## src/rtl/pipelined_addsub_n_if.sv

```systemverilog
// Operand/result bundle for pipelined_addsub_n: valid/ready on the operand side and on the result side.
// master drives operands and consumes results; slave is the adder.
interface pipelined_addsub_n_if #(
    parameter int N = 32
);
    logic         in_valid;
    logic         in_ready;
    logic [N-1:0] a;
    logic [N-1:0] b;
    logic         c_in;
    logic         sub;
    logic         out_valid;
    logic         out_ready;
    logic [N-1:0] s;
    logic         c_out;
    logic         ovf;
    logic         zero;

    modport master (
        output in_valid, a, b, c_in, sub, out_ready,
        input  in_ready, out_valid, s, c_out, ovf, zero
    );

    modport slave (
        input  in_valid, a, b, c_in, sub, out_ready,
        output in_ready, out_valid, s, c_out, ovf, zero
    );
endinterface

```

## src/rtl/pipelined_addsub_n.sv

```systemverilog
// N-bit add/sub with carry pipelined over STAGES chunk adders; flags c_out/ovf/zero, latency STAGES, 1 op/cycle.
// Backpressure stalls the whole pipe as one: in_ready = !out_valid | out_ready, no bubble collapsing.
module pipelined_addsub_n #(
    parameter int N      = 32,
    parameter int STAGES = 4
) (
    input  logic                clk,
    input  logic                rst_n,
    pipelined_addsub_n_if.slave bus
);
    localparam int CHUNK = N / STAGES;

    // a/bx carry the not-yet-consumed operand chunks forward, s collects finished chunks.
    typedef struct packed {
        logic         vld;
        logic         cy;
        logic [N-1:0] a;
        logic [N-1:0] bx;
        logic [N-1:0] s;
        logic         ovf;
        logic         zero;
    } stage_t;

    if ((STAGES < 1) || (STAGES > N) || ((N % STAGES) != 0)) begin : g_cfg_check
        $error("pipelined_addsub_n: N must be a multiple of STAGES and 1 <= STAGES <= N");
    end

    logic   adv;
    stage_t head;
    stage_t nxt  [STAGES];
    stage_t st_q [STAGES];

    assign adv          = !st_q[STAGES-1].vld || bus.out_ready;
    assign bus.in_ready = adv;

    always_comb begin
        head     = '0;
        head.vld = bus.in_valid;
        head.cy  = bus.c_in;
        head.a   = bus.a;
        head.bx  = bus.b ^ {N{bus.sub}};
    end

    for (genvar k = 0; k < STAGES; k++) begin : g_stage
        stage_t         src;
        stage_t         res;
        logic [CHUNK:0] part;

        if (k == 0) begin : g_first
            assign src = head;
        end else begin : g_next
            assign src = st_q[k-1];
        end

        always_comb begin
            part = {1'b0, src.a[k*CHUNK +: CHUNK]}
                 + {1'b0, src.bx[k*CHUNK +: CHUNK]}
                 + {{CHUNK{1'b0}}, src.cy};
            res                     = src;
            res.s[k*CHUNK +: CHUNK] = part[CHUNK-1:0];
            res.cy                  = part[CHUNK];
            res.ovf                 = 1'b0;
            res.zero                = 1'b0;
            // Flags are only meaningful once the top chunk is done; carry into the MSB is a^bx^s there.
            if (k == STAGES-1) begin
                res.ovf  = part[CHUNK] ^ src.a[N-1] ^ src.bx[N-1] ^ part[CHUNK-1];
                res.zero = (res.s == '0);
            end
        end

        assign nxt[k] = res;
    end

    always_ff @(posedge clk or negedge rst_n) begin
        if (!rst_n) begin
            for (int k = 0; k < STAGES; k++) begin
                st_q[k] <= '0;
            end
        end else if (adv) begin
            for (int k = 0; k < STAGES; k++) begin
                st_q[k] <= nxt[k];
            end
        end
    end

    assign bus.out_valid = st_q[STAGES-1].vld;
    assign bus.s         = st_q[STAGES-1].s;
    assign bus.c_out     = st_q[STAGES-1].cy;
    assign bus.ovf       = st_q[STAGES-1].ovf;
    assign bus.zero      = st_q[STAGES-1].zero;
endmodule
```

## src/flat_wrapper.sv

```systemverilog
// flat-port wrapper written by rule: the top's interface ports become plain ports
module pipelined_addsub_n_flat 
#(
    parameter int N      = 32,
    parameter int STAGES = 4
)
  (clk, rst_n, bus_in_valid, bus_a, bus_b, bus_c_in, bus_sub, bus_out_ready, bus_in_ready, bus_out_valid, bus_s, bus_c_out, bus_ovf, bus_zero);
  pipelined_addsub_n_if #(.N(N)) bus_i ();
  input  logic clk;
  input  logic rst_n;
  input wire logic [$bits(bus_i.in_valid)-1:0] bus_in_valid;
  input wire logic [$bits(bus_i.a)-1:0] bus_a;
  input wire logic [$bits(bus_i.b)-1:0] bus_b;
  input wire logic [$bits(bus_i.c_in)-1:0] bus_c_in;
  input wire logic [$bits(bus_i.sub)-1:0] bus_sub;
  input wire logic [$bits(bus_i.out_ready)-1:0] bus_out_ready;
  output wire logic [$bits(bus_i.in_ready)-1:0] bus_in_ready;
  output wire logic [$bits(bus_i.out_valid)-1:0] bus_out_valid;
  output wire logic [$bits(bus_i.s)-1:0] bus_s;
  output wire logic [$bits(bus_i.c_out)-1:0] bus_c_out;
  output wire logic [$bits(bus_i.ovf)-1:0] bus_ovf;
  output wire logic [$bits(bus_i.zero)-1:0] bus_zero;
  assign bus_i.in_valid = bus_in_valid;
  assign bus_i.a = bus_a;
  assign bus_i.b = bus_b;
  assign bus_i.c_in = bus_c_in;
  assign bus_i.sub = bus_sub;
  assign bus_i.out_ready = bus_out_ready;
  assign bus_in_ready = bus_i.in_ready;
  assign bus_out_valid = bus_i.out_valid;
  assign bus_s = bus_i.s;
  assign bus_c_out = bus_i.c_out;
  assign bus_ovf = bus_i.ovf;
  assign bus_zero = bus_i.zero;
  pipelined_addsub_n #(.N(N), .STAGES(STAGES)) u_core (.clk(clk), .rst_n(rst_n), .bus(bus_i));
endmodule
```

## config.mk

```make
export PLATFORM = sky130hd
export DESIGN_NAME = pipelined_addsub_n_flat
export DESIGN_NICKNAME = d
export VERILOG_FILES = /design/src/rtl/pipelined_addsub_n_if.sv /design/src/rtl/pipelined_addsub_n.sv /design/src/flat_wrapper.sv
export SDC_FILE = /design/constraint.sdc
export NUM_CORES = 1
export LEC_CHECK = 0
export CAP_MARGIN = 25
export CORE_ASPECT_RATIO = 1.2
export CORE_MARGIN = 5
export CORE_UTILIZATION = 40
export CTS_CLUSTER_DIAMETER = 200
export DETAILED_ROUTE_END_ITERATION = 7
export SYNTH_ARGS = -nofsm -noshare
export SYNTH_HDL_FRONTEND = slang
export SYNTH_SLANG_ARGS = --single-unit
```

## constraint.sdc

```tcl
create_clock -name clk -period 1.95 [get_ports clk]
set_clock_uncertainty 0.1 [all_clocks]
set_input_delay 0.39 -clock clk [delete_from_list [all_inputs] [get_ports clk]]
set_output_delay 0.39 -clock clk [all_outputs]
set_load 0.01 [all_outputs]
```

==> results.yml, run 1 <==
worst_setup_path:
  crit_end: "u_core.bus.zero"
  crit_path_frequent_cell: "fa_2"
  reg2reg_depth: 9
  r2r_start: "u_core.g_stage[3].res[58]"
  crit_type: "reg2reg"
  cp-end-kind: "register"
  cp_max_fo: 2
  crit_start: "u_core.g_stage[3].res[58]"
  cp.required_ns: 2.19
  reg2reg_slack_ns: -0.23
  path_cells: "fa_2 -> inv_2 -> fa_2 -> nor2b_4 -> o2111ai_2 -> nand3b_1 -> xor2_1 -> nand4b_1 -> o31ai_2"
  critPathLaunchType: "register"
  path_buf_inv: 1
  cpPeakStageDelay_ns: 0.42
  crit_family: "adder cells"
  cp_num_cells: 9
  critPathSlowestCell: "fa_2"
  r2r_end: "u_core.bus.zero"
  cp.arrival_ns: 2.42
sta:
  rsz0062_at_grt: "true"
  tightest_slew_ns: 0.496
  setup_viol: 10
  finalHoldViolCount: 0
  relSlewSlack_pct: 67.0
  fin_ws_ns: -0.227
  tns_ns: -1.42
  fin_crit_ns: 2.18
  whs_ns: 0.359
  max_freq_ghz: 0.459
  min_period_over_period_pct: 112
  slew_viol_final: 0
final_layout:
  final_util_pct: 52.8
  drive_above_1_share_pct: 14.0
  area_growth_pct: 30.0
  multi_input_area_sq_um: 3750
  fillers: 2025
  seq_area_sq_um: 4650
  layout.nets: 1192
  antenna_cells: 0
  instances_no_fill: 1368
logic_synthesis:
  ys_seq_area_share_pct: 54.7
  synth_cells: 939
  ys_types: 44
  synth_edf_count: 0
  syn_area_per_cell_sq_um: 9.07
  synth_area_sq_um: 8510
  ys_seq_elements: 186
  syn-num-nets: 1045
  ys_async_sr_fraction_pct: 100
  yosys_warnings: 0
  ys.flop_type: "dfrtp_1"
die:
  core-area_sq_um: 21000
  ios: 107
  dieHeight_um: 170
  start_util_pct: 40.6
  dieWidth_um: 143
  placementRows: 58
  die_area_sq_um: 24300
drt:
  post_drt_wl_per_cell_um: 13.2
  wl_met1_um: 8400
  antenna_left: 0
  firstDrtPassIters: 4
  drt_iter0_drc: 258
  met2WireLength_um: 8660
  wl_met3_um: 731
  drt_wl_total_um: 18100
  via_per_inst: 4.70
  dr_total_vias: 6429
  routed.top_layer: "met4"
  route.detailed.drc: 0
placement:
  place_inst: 1322
  gp_congestion: 0.774
  io_buffers: 106
  dpl.hpwl_um: 13000
run_status:
  violations: "negative setup slack"
  status: "finished with violations"
global_routing:
  grt_pass1_vias: 6348
  grt_pass1_wl_um: 30800
  antenna_found_initial: 0
  grt-ovfl-total: 0
  grt_max_degree: 53
  gr-usage-all-layers_pct: 15.7
pwr:
  irDropWorstVdd_mv: 0.696
  totalPowerFinal_mw: 17.7
  p_leak_nw: 5.35
  power_density_nw_per_um2: 1600
clock_network:
  cts_tree: "yes"
  clkSlewWorstSetupHoldPaths_ns: 0.07
  clockBufferDepth: 2
  insertion_delay_ns: 0.43
  cts.sinks: 186
  htreeDepth: 4
  cts_buffers: 17
  cts_root_buffer: "clkbuf_16"
min_path:
  hold_class: "in2async"
run:
  drv_cap: 0
[power by group]
part / internal, mW / leakage, nW / switching [mW] / total [mW]
logic: 3.84 / 2.84 / 3.84 / 7.68
registers: 5.58 / 2.24 / 1.07 / 6.66
clock network: 1.84 / 0.274 / 1.50 / 3.34
total: 11.3 / 5.35 / 6.41 / 17.7
[kinds of logic (layout without fill, tap and decap cells)]
logic type / count (synthesis) / count (layout) / share of synthesized area (%)
DFF: 186 / 186 / 54.7
adders and majority gates: 36 / 36 / 6.00
and+or+nand+nor: 491 / 491 / 23.2
buffers and inverters: 71 / 230 / 3.45
AOI/OAI and AO/OA: 104 / 104 / 7.36
xor gates and xnor gates: 50 / 50 / 5.23
muxes: 1 / 1 / 0.118
[flip-flops by register name, indices dropped and copies added (netlist names)]
register and cells:
u_core.g_stage.res 147, u_core.bus.s 32, u_core.g_stage.src 3, u_core.bus.c_out 1
u_core.bus.out_valid 1, u_core.bus.ovf 1, u_core.bus.zero 1
[cell usage in the layout, fill, tap and decap left out, drive strengths merged, types with 5 or more instances in the layout]
cell,n
nor2,25
a21boi,6
nor3b,6
o31ai,7
clkdlybuf4s50,98
nor4,5
nand2,426
a21oi,23
clkbuf,21
o211ai,5
fa,8
dfrtp,186
xor2,10
nor2b,5
xnor2,40
inv,29
a21o,6
buf,69
nand3b,7
o21ai,46
ha,28
[worst register-to-register path, delay by kind of cell (launching register included)]
family          cells  cell delay (ns)
compound gates      2             0.36
buf+inv             1             0.07
simple gates        3             0.36
flops               1             0.40
xor+xnor            1             0.16
fa+ha+maj           2             0.64
[layer usage]
metal | vias to the layer above | track usage [%]
met5 | - | 0
met4 | 0 | 5.17
met3 | 21 | 3.54
met2 | 83 | 24.9
met1 | 3034 | 21.4
li1 | 3291 | -
[final cells by class]
| cell class | count | share of cell area, % |
|---|---|---|
| sequential | 186 | 42.0 |
| multi-input combinational | 682 | 33.9 |
| timing repair buffer | 174 | 15.0 |
| clock buffer | 20 | 4.13 |
| tap | 270 | 3.05 |
| clock inverter | 11 | 1.01 |
| inverter | 25 | 0.870 |
[per-stage QoR]
step	cell area [sq um]	setup slack, ns
floorplan	8610	-0.460
global placement	10200	-0.813
detailed placement	10200	-0.833
CTS	11000	-0.251
global route	11100	-0.356
finish	11100	-0.227
[how the worst min path moves through the flow]
stage / from / endpoint / slack (ns) / cells after the start
2_1_floorplan: rst_n / u_core.bus.c_out / -0.006 / 0
3_3_place_gp: rst_n / u_core.g_stage[1].res[77] / 0.28 / 1
3_5_place_dp: rst_n / u_core.g_stage[1].res[44] / 0.27 / 1
4_1_cts: u_core.g_stage[3].res[99] / u_core.g_stage[3].res[99] / 0.36 / 2
5_1_grt: bus_a[21] / u_core.g_stage[1].res[87] / 0.37 / 3
6_report: rst_n / u_core.g_stage[1].res[76] / 0.36 / 2
[synthesized netlist by cell type (7+ instances only)]
library cell	count	area, sq um
nand2_1	426	1600
dfrtp_1	186	4650
o21ai_0	43	215
xnor2_1	39	342
ha_1	28	350
nor2_1	25	93.8
inv_1	24	90.1
a21oi_1	23	115
buf_2	22	110
clkbuf_1	21	78.8
xor2_1	10	87.6
fa_1	8	160
nand3b_1	7	52.6
o31ai_1	7	52.6
[timing repair]
item	4_1_cts	5_1_grt
setup endpoints to repair	21	31
hold buffers	1	0
hold endpoints to repair	41	0
buffers inserted	14	2
gates cloned	0	0
pin swaps	24	27
gates resized for setup	27	33
Power figures use the tool's default switching activity.
==> inputs of run 2 (changes only) <==
--- a/config.mk
+++ b/config.mk
@@ -9,6 +9,7 @@
 export CORE_ASPECT_RATIO = 1.2
 export CORE_MARGIN = 5
 export CORE_UTILIZATION = 40
+export CTS_BUF_LIST = sky130_fd_sc_hd__clkbuf_8
 export CTS_CLUSTER_DIAMETER = 200
 export DETAILED_ROUTE_END_ITERATION = 7
 export SYNTH_ARGS = -nofsm -noshare
==> results.yml, run 2 (synthesis gave the netlist of run 1 again) <==
pwr:
  p_leak_nw: 5.31
  irDropWorstVdd_mv: 0.611
  power_density_nw_per_um2: 1550
clock_network:
  cts_buffers: 17
  cts.sinks: 186
  cts_tree: "yes"
  cts_root_buffer: "clkbuf_8"
  clockBufferDepth: 2
  clkSlewWorstSetupHoldPaths_ns: 0.09
  insertion_delay_ns: 0.46
  htreeDepth: 4
worst_setup_path:
  critPathLaunchType: "register"
  cp.required_ns: 2.23
  reg2reg_depth: 9
  crit_type: "reg2reg"
  reg2reg_slack_ns: -0.23
  cp-end-kind: "register"
  r2r_start: "u_core.g_stage[3].res[58]"
  cp_max_fo: 2
  r2r_end: "u_core.bus.zero"
  cp.arrival_ns: 2.45
drt:
  via_per_inst: 4.68
  drt_wl_total_um: 18000
  dr_total_vias: 6396
  route.detailed.drc: 0
  firstDrtPassIters: 4
  antenna_left: 0
  drt_iter0_drc: 217
  post_drt_wl_per_cell_um: 13.2
sta:
  relSlewSlack_pct: 67.0
  tns_ns: -1.42
  slew_viol_final: 0
  tightest_slew_ns: 0.495
  finalHoldViolCount: 0
  max_freq_ghz: 0.459
  rsz0062_at_grt: "true"
  fin_ws_ns: -0.227
  fin_crit_ns: 2.18
  setup_viol: 10
  min_period_over_period_pct: 112
global_routing:
  grt_pass1_wl_um: 30500
  grt_pass1_vias: 6279
  grt-ovfl-total: 0
  grt_max_degree: 53
  antenna_found_initial: 0
  gr-usage-all-layers_pct: 15.5
placement:
  dpl.hpwl_um: 13000
  io_buffers: 106
  place_area_sq_um: 10200
  pre_cts_slack_ns: -0.833
  place_inst: 1322
  gp_congestion: 0.774
die:
  placementRows: 58
  dieWidth_um: 143
  ios: 107
  start_util_pct: 40.6
  die_area_sq_um: 24300
  dieHeight_um: 170
  core-area_sq_um: 21000
final_layout:
  layout.nets: 1191
  final_util_pct: 51.7
  largest_reg_flops: 147
  final_cell_mix: "nand2_1 (424), dfrtp_1 (185), clkdlybuf4s50_1 (92)"
  seq_area_sq_um: 4660
  area_growth_pct: 27.4
  antenna_cells: 0
  multi_input_area_sq_um: 3730
  final_cell_area_sq_um: 10800
  fillers: 2053
  drive_above_1_share_pct: 13.7
  final_common_cell: "nand2_1"
  instances_no_fill: 1367
run_status:
  status: "finished with violations"
  violations: "negative setup slack"
min_path:
  hold_class: "in2async"
run:
  drv_cap: 0
## run 2: worst max-delay path by stage
stage	from	endpoint	cells after the start
2_1_floorplan	bus_sub	u_core.g_stage[1].src[98]	12
3_3_place_gp	bus_b[0]	u_core.g_stage[1].src[98]	11
3_5_place_dp	bus_b[0]	u_core.g_stage[1].src[98]	11
4_1_cts	u_core.g_stage[3].res[58]	u_core.bus.zero	9
5_1_grt	u_core.g_stage[3].res[58]	u_core.bus.zero	9
6_report	u_core.g_stage[3].res[58]	u_core.bus.zero	9
## run 2: layout make-up
cell class                      count  area share (%)
Clock buffer                       19            2.41
Clock inverter                     12            1.06
Sequential cell                   186            42.9
Multi-Input combinational cell    682            34.4
Inverter                           25           0.888
Tap cell                          270            3.11
Timing Repair Buffer              173            15.2
## run 2: repair_timing
item	in CTS	in global routing
hold buffers	1	0
resized for setup	32	25
setup endpoints to repair	21	38
buffers inserted	13	1
pin swaps	23	22
endpoints found under the hold margin	41	0
## run 2: report_power, final
part | internal, mW | switching [mW]
sequential | 5.57 | 1.07
combinational | 3.82 | 3.83
clock | 1.09 | 1.39
## run 2: through the flow
stage | hold slack, ns | total power, mW
floorplan | -0.00559 | 11.1
global placement | 0.278 | 13.8
detailed placement | 0.274 | 14.0
CTS | 0.317 | 16.9
global route | 0.329 | 18.3
finish | 0.324 | 16.8
## run 2: routing by layer
metal / vias to the layer above / track usage (%) / part of all wire [%]
met1: 3005 / 21.3 / 47
met3: 19 / 3.26 / 4.0
met2: 90 / 24.5 / 47
li1: 3282 / - / -
met5: - / 0 / 0
met4: 0 / 5.17 / 1.8
## run 2: critical path, cell delays in order, from the launching register on
cell and delay (ns):
dfrtp_1 0.41, fa_2 0.42, inv_2 0.07, fa_2 0.22, nor2b_4 0.05, o2111ai_2 0.17, nand3b_1 0.12, xor2_1 0.17
nand4b_1 0.19, o31ai_2 0.18
==> inputs of run 3 (changes only) <==
--- a/config.mk
+++ b/config.mk
@@ -12,6 +12,7 @@
 export CTS_BUF_LIST = sky130_fd_sc_hd__clkbuf_8
 export CTS_CLUSTER_DIAMETER = 200
 export DETAILED_ROUTE_END_ITERATION = 7
+export GPL_ROUTABILITY_DRIVEN = 0
 export SYNTH_ARGS = -nofsm -noshare
 export SYNTH_HDL_FRONTEND = slang
 export SYNTH_SLANG_ARGS = --single-unit
==> constraint.sdc (replaced) <==
create_clock -name clk -period 1.8 [get_ports clk]
set_clock_uncertainty 0.1 [all_clocks]
set_input_delay 0.36 -clock clk [delete_from_list [all_inputs] [get_ports clk]]
set_output_delay 0.36 -clock clk [all_outputs]
set_load 0.01 [all_outputs]
==> results.yml, run 3 (synthesis gave the netlist of run 1 again) <==
clock_network:
  cts_tree: "yes"
  cts_root_buffer: "clkbuf_8"
  cts.sinks: 186
  clkSlewWorstSetupHoldPaths_ns: 0.09
  htreeDepth: 4
  clockBufferDepth: 2
  cts_buffers: 17
  insertion_delay_ns: 0.45
worst_setup_path:
  cpPeakStageDelay_ns: 0.39
  cp.arrival_ns: 2.51
  critPathSlowestCell: "dfrtp_1"
  critPathLaunchType: "register"
  crit_type: "reg2reg"
  reg2reg_depth: 10
  cp.required_ns: 2.03
  cp_max_fo: 2
  path_cells: "fa_2 -> inv_2 -> fa_2 -> nor2b_4 -> o2111ai_4 -> buf_6 -> a31oi_4 -> xnor2_1 -> xnor2_1 -> a21oi_1"
  cp-end-kind: "register"
global_routing:
  grt_pass1_wl_um: 31400
  grt_max_degree: 54
  antenna_found_initial: 0
  grt-ovfl-total: 0
  grt_pass1_vias: 6435
  gr-usage-all-layers_pct: 16.1
drt:
  drt_iter0_drc: 324
  via_per_inst: 4.65
  post_drt_wl_per_cell_um: 13.6
  dr_total_vias: 6494
  antenna_left: 0
  drt_wl_total_um: 19000
  firstDrtPassIters: 4
  route.detailed.drc: 0
min_path:
  hold_class: "in2async"
run_status:
  violations: "negative setup slack"
  status: "finished with violations"
sta:
  min_period_over_period_pct: 127
  setup_viol: 18
  tns_ns: -4.49
  max_freq_ghz: 0.439
  relSlewSlack_pct: 65.5
  tightest_slew_ns: 0.518
  fin_ws_ns: -0.478
  rsz0062_at_grt: "true"
  slew_viol_final: 0
  whs_ns: 0.280
  finalHoldViolCount: 0
  fin_crit_ns: 2.28
die:
  core-area_sq_um: 21000
  placementRows: 58
  start_util_pct: 40.6
  die_area_sq_um: 24300
  dieHeight_um: 170
  dieWidth_um: 143
  ios: 107
placement:
  io_buffers: 106
  dpl.hpwl_um: 13300
run:
  drv_cap: 0
final_layout:
  area_growth_pct: 31.8
  layout.nets: 1222
  final_common_cell: "nand2_1"
  drive_above_1_share_pct: 17.7
  final_cell_mix: "nand2_1 (425), dfrtp_1 (185), buf_4 (84)"
  antenna_cells: 0
  fillers: 1951
  largest_reg_flops: 147
  final_util_pct: 53.5
pwr:
  irDropWorstVdd_mv: 0.669
  power_density_nw_per_um2: 1710
  p_leak_nw: 5.55
run 3: path summary, 6_finish.rpt:
check / slack [ns] / end / startpoint
min: 0.28 / u_core.g_stage[1].res[44] / rst_n
max reg2reg: -0.48 / u_core.bus.ovf / u_core.g_stage[3].src[98]
min in group clk: 0.30 / u_core.g_stage[1].res[2] / bus_b[0]
min reg2reg: 0.37 / u_core.bus.s[29] / u_core.bus.s[29]
max: -0.48 / u_core.bus.ovf / u_core.g_stage[3].src[98]
max in group asynchronous: 0.70 / u_core.g_stage[3].res[62] / rst_n
run 3: final cells by class:
type                    instances  area (sq um)  share of cell area (%)
clock buffers                  18           248                    2.21
clock inverters                13           155                    1.38
inverters                      25           101                   0.903
multi-input cells             682          3860                    34.4
flip-flops and latches        186          4660                    41.5
well taps                     270           338                    3.01
repair buffers                203          1850                    16.5
repair inverters                1          6.26                  0.0558
run 3: critical path, delay by kind of cell, from the launching register on:
kind / cells / cell delay (ns)
compound gates: 3 / 0.38
fa+ha+maj: 2 / 0.63
simple gates: 1 / 0.17
xor+xnor: 2 / 0.30
buf+inv: 2 / 0.20
flops: 1 / 0.39
run 3: routing by layer:
layer / vias up / GRT usage (%) / wire, um
li1: 3348 / - / -
met1: 3043 / 22.1 / 8850
met2: 90 / 26.3 / 9290
met3: 13 / 3.34 / 721
met4: 0 / 4.22 / 179
met5: - / 0 / 0
run 3: repair_timing:
item,CTS,global route
hold endpoints to repair,34,0
setup endpoints to repair,60,31
pin swaps,34,34
gates cloned,1,0
resized for setup,79,51
hold buffers,1,0
buffers inserted,18,15
run 3: report_power, final:
group          switching, mW  internal [mW]
Clock                   1.46           1.39
Sequential              1.18           6.04
Combinational           4.58           4.57
Total                   7.22           12.0
run 3: through the flow:
| stage | instance area [sq um] | setup WS (ns) | total power, mW | instances |
|---|---|---|---|---|
| 5_1_grt | 11200 | -0.566 | 20.8 | 1398 |
| 2_1_floorplan | 8610 | -0.580 | 12.0 | 939 |
| 3_3_place_gp | 10400 | -0.914 | 15.3 | 1340 |
| 6_report | 11200 | -0.478 | 19.2 | 1398 |
| 4_1_cts | 11000 | -0.462 | 18.7 | 1391 |
| 3_5_place_dp | 10400 | -0.966 | 15.4 | 1340 |
